<file path="config.mk">
export PLATFORM = sky130hd
export DESIGN_NAME = rf_write_arbiter
export DESIGN_NICKNAME = d
export VERILOG_FILES = /design/src/rtl/rf_write_arbiter.sv
export SDC_FILE = /design/constraint.sdc
export NUM_CORES = 1
export LEC_CHECK = 0
export BUFFER_PORTS_ARGS = -buffer_cell sky130_fd_sc_hd__buf_2
export CORE_UTILIZATION = 39
export DETAILED_ROUTE_END_ITERATION = 7
export PLACE_DENSITY = 0.76
export SLEW_MARGIN = 15
export SYNTH_ARGS = -nofsm -noshare
export SYNTH_HDL_FRONTEND = slang
export SYNTH_SLANG_ARGS = --single-unit
</file>
<file path="constraint.sdc">
create_clock -name CLK -period 1.4 [get_ports CLK]
set_clock_uncertainty 0.2 [all_clocks]
set_input_delay 0.28 -clock CLK [delete_from_list [all_inputs] [get_ports CLK]]
set_output_delay 0.28 -clock CLK [all_outputs]
set_load 0.05 [all_outputs]
</file>
<file path="src/rtl/rf_write_arbiter.sv">
// Round-robin arbiter sharing the single register-file write port between two
// writeback requesters; the winning write is registered and driven one cycle later.
module rf_write_arbiter #(
    parameter int DW = 32,
    parameter int AW = 5
) (
    input  logic          CLK,
    input  logic          RST,
    input  logic          en,
    input  logic          req0_valid,
    input  logic [AW-1:0] req0_wsel,
    input  logic [DW-1:0] req0_wdat,
    output logic          req0_ready,
    input  logic          req1_valid,
    input  logic [AW-1:0] req1_wsel,
    input  logic [DW-1:0] req1_wdat,
    output logic          req1_ready,
    output logic          WEN,
    output logic [AW-1:0] wsel,
    output logic [DW-1:0] wdat,
    output logic          last_grant
);

    logic          wen_q, wen_d;
    logic [AW-1:0] wsel_q, wsel_d;
    logic [DW-1:0] wdat_q, wdat_d;
    logic          lastGrant_q, lastGrant_d;
    logic          grant0, grant1;

    // On a tie the requester that was not served last wins, so grants alternate.
    always_comb begin
        grant0 = en && req0_valid && (!req1_valid || lastGrant_q);
        grant1 = en && req1_valid && (!req0_valid || !lastGrant_q);
    end

    always_comb begin
        wen_d       = 1'b0;
        wsel_d      = wsel_q;
        wdat_d      = wdat_q;
        lastGrant_d = lastGrant_q;
        if (grant0) begin
            wen_d       = (req0_wsel != '0);
            wsel_d      = req0_wsel;
            wdat_d      = req0_wdat;
            lastGrant_d = 1'b0;
        end else if (grant1) begin
            wen_d       = (req1_wsel != '0);
            wsel_d      = req1_wsel;
            wdat_d      = req1_wdat;
            lastGrant_d = 1'b1;
        end
    end

    // Reset discards any accept made in the same cycle; last_grant=1 lets req0 win the first tie.
    always_ff @(posedge CLK) begin
        if (RST) begin
            wen_q       <= 1'b0;
            wsel_q      <= '0;
            wdat_q      <= '0;
            lastGrant_q <= 1'b1;
        end else begin
            wen_q       <= wen_d;
            wsel_q      <= wsel_d;
            wdat_q      <= wdat_d;
            lastGrant_q <= lastGrant_d;
        end
    end

    assign req0_ready = grant0;
    assign req1_ready = grant1;
    assign WEN        = wen_q;
    assign wsel       = wsel_q;
    assign wdat       = wdat_q;
    assign last_grant = lastGrant_q;

endmodule

</file>
==> impl_metrics.ini <==
[outcome]
status = complete, but fails checks
failed_checks = setup timing

[clock_network]
numClockSinks = 39
tritoncts = built
clk_latency_ns = 0.29
cts-buffers-inserted = 5
cts.clk_slew.worst_paths_ns = 0.08
cts-root-buf = clkbuf_8
htreeDepth = 2
cts_hold_buf = 0
clockBufferDepth = 2

[die]
die_h_um = 73.2
die_area_mm2 = 0.00536
num_io_pins = 120
fp-row-count = 25
fp.dieW_um = 73.2
start_util_pct = 41.3
core_mm2 = 0.00479

[power_and_ir_drop]
power.density_mw_per_mm2 = 938
peakVddDrop_uv = 530
p_leak_nw = 1.50

[timing]
post-route-period-util_pct = 114
rsz0062_at_grt = yes
finalWorstSetupSlack_ns = -0.200
maxSlewViolCount = 0
setup_viol = 39
max_freq_ghz = 0.625
layout_min_cycle_time_ns = 1.60
slew_headroom_pct = 72.1
hold_viol = 0
tightestPinTransition_ns = 0.415

[worst_setup_path]
path_cells = buf_12 -> a21oi_4 -> buf_6
crit_arrival_ns = 1.12
worstSetupEndpointType = primary output
crit_type = reg -> out
slowest_stage = dfxtp_4
critPathMaxFanout = 3
startpoint_type = flip-flop
worst_ep_required_time_ns = 0.92
max_stage_delay_ns = 0.37

[worst_hold_path]
hp-class = in -> reg

[synthesis]
synth_area_leaders = dfxtp_1 (39%), a2111oi_2 (21%), nor3_1 (10%)
yosysMostFrequentCell = nor3_1
synth_area_mm2 = 0.00198
ys_seq_area_share_pct = 39.5
syn_area_per_cell_um2 = 8.79
synth_area_leader_cell = dfxtp_1
synth_common_cells = nor3_1 (40), dfxtp_1 (39), inv_1 (39), nor2_1 (36), a2111oi_2 (27)
ys_types = 20
synth_edf_count = 0
ys_ff_latch = 39
synth_ff_type = dfxtp_1
syn_inst = 225
yosysTopAreaCellShare_pct = 39.5
ys_warn_count = 0
syn_nets = 304
postSynth.asyncResetShare_pct = 0

[global_routing]
overflow = 0
grtUsageTotal_pct = 22.1
grt_max_degree = 26
grt_pass1_vias = 2043
grt_pass1_wl_mm = 9.11
grt_antenna_before_repair = 0

[drt]
dr.first_iter.drc_count = 37
post_drt_via_cell_ratio = 5.04
vias = 2133
drc = 0
firstDrtPassIters = 6
wl_per_cell_um = 14.5
drt_wl_total_mm = 6.12
antenna_left = 0

[placement]
hpwlAfterDp_mm = 4.12
place_ws_ns = -0.196
port-buffer-count = 119
numPlacedInstances = 409
finalWeightedCongestion = 0.780

[final_layout]
antennaDiodeCount = 0
num-fill-cells = 372
syn2layout_area_growth_pct = 71.4
drive_above_1_share_pct = 52.8
finalNetCount = 434
finalNonFillerCells = 423

[flow_run]
drv_cap = 0
## logic make-up after synthesis
kind of cell / Yosys count / share of synthesized area [%]
buffers and inverters: 59 / 14.3
AO/OA/AOI/OAI: 44 / 27.5
flip-flops: 39 / 39.5
AND/OR/NAND/NOR: 83 / 18.7
## path summary, 6_finish.rpt
path	startpoint	end	slack, ns	cells past startpoint
setup / recovery	last_grant$_SDFFE_PP1P_	req1_ready	-0.20	3
hold / removal	req1_wdat[31]	wdat[31]$_SDFFE_PP0P_	0.02	3
setup reg to reg	last_grant$_SDFFE_PP1P_	wdat[8]$_SDFFE_PP0P_	-0.16	5
hold reg to reg	wsel[3]$_SDFFE_PP0P_	wsel[3]$_SDFFE_PP0P_	0.35	2
## layout by cell type (no fill, tap or decap), drive strengths merged
master   synthesis  final
a21oi            1      1
clkinv           0      1
nor3            40     40
a32o             1      1
o21a             1      1
a211oi           2      2
nor2b            1      1
nor2            36     36
a2111oi         35     35
o211ai           1      1
buf             13    123
nand2            5      5
nor4             1      1
inv             39     39
clkbuf           7     27
dfxtp           39     39
o21ai            3      3
## flip-flops by register name (all words and copies together) (netlist names)
signal and flops:
wdat 32, last_grant 1, wsel 5, WEN 1
## what timing repair did
| item | 4_1_cts | 5_1_grt |
|---|---|---|
| endpoints found under the hold margin | 0 | 0 |
| setup buffers | 6 | 0 |
| pin swaps | 1 | 1 |
| gates cloned | 0 | 1 |
| setup endpoints to repair | 39 | 59 |
| gates resized for setup | 33 | 40 |
## where the power goes
group | switching (mW) | internal, mW
clock network | 0.399 | 0.350
logic | 0.731 | 0.448
registers | 0.0484 | 1.20
## per-layer routing
layer / track usage (%) / share of wire [%] / routed length, um / up-vias
li1: - / - / - / 1046
met1: 25.8 / 41 / 2500 / 992
met2: 39.1 / 52 / 3170 / 93
met3: 6.49 / 6.8 / 418 / 2
met4: 6.10 / 0.44 / 27 / 0
met5: 0 / 0 / 0 / -
## cell type report
type,instances,area (um^2),area share (%)
clock inverter,1,5.00,0.148
sequential,39,785,23.2
multi-input combinational,127,1300,38.5
clock buffer,7,76.3,2.25
timing repair buffer,143,988,29.2
tap,67,83.8,2.47
inverter,39,146,4.32
## stage by stage
stage | total power, mW | TNS, ns | cell area (um^2) | utilization (%) | hold slack (ns)
after global placement | 2.21 | -3.80 | 2760 | 57.6 | 0.292
after global routing | 3.31 | -6.75 | 3390 | 70.8 | 0.0461
final | 3.18 | -4.84 | 3390 | 70.8 | 0.0245
after CTS | 3.06 | -4.58 | 3070 | 64.2 | 0.0186
after detailed placement | 2.22 | -5.07 | 2760 | 57.6 | 0.310
after floorplan | 1.92 | -1.80 | 2010 | - | 0.213
## critical path: cells and delay by family, from the launching register on
| family | cells | cell delay, ns |
|---|---|---|
| buf+inv | 2 | 0.30 |
| compound gates | 1 | 0.16 |
| flops | 1 | 0.37 |
(Power assumes the default switching activity.)
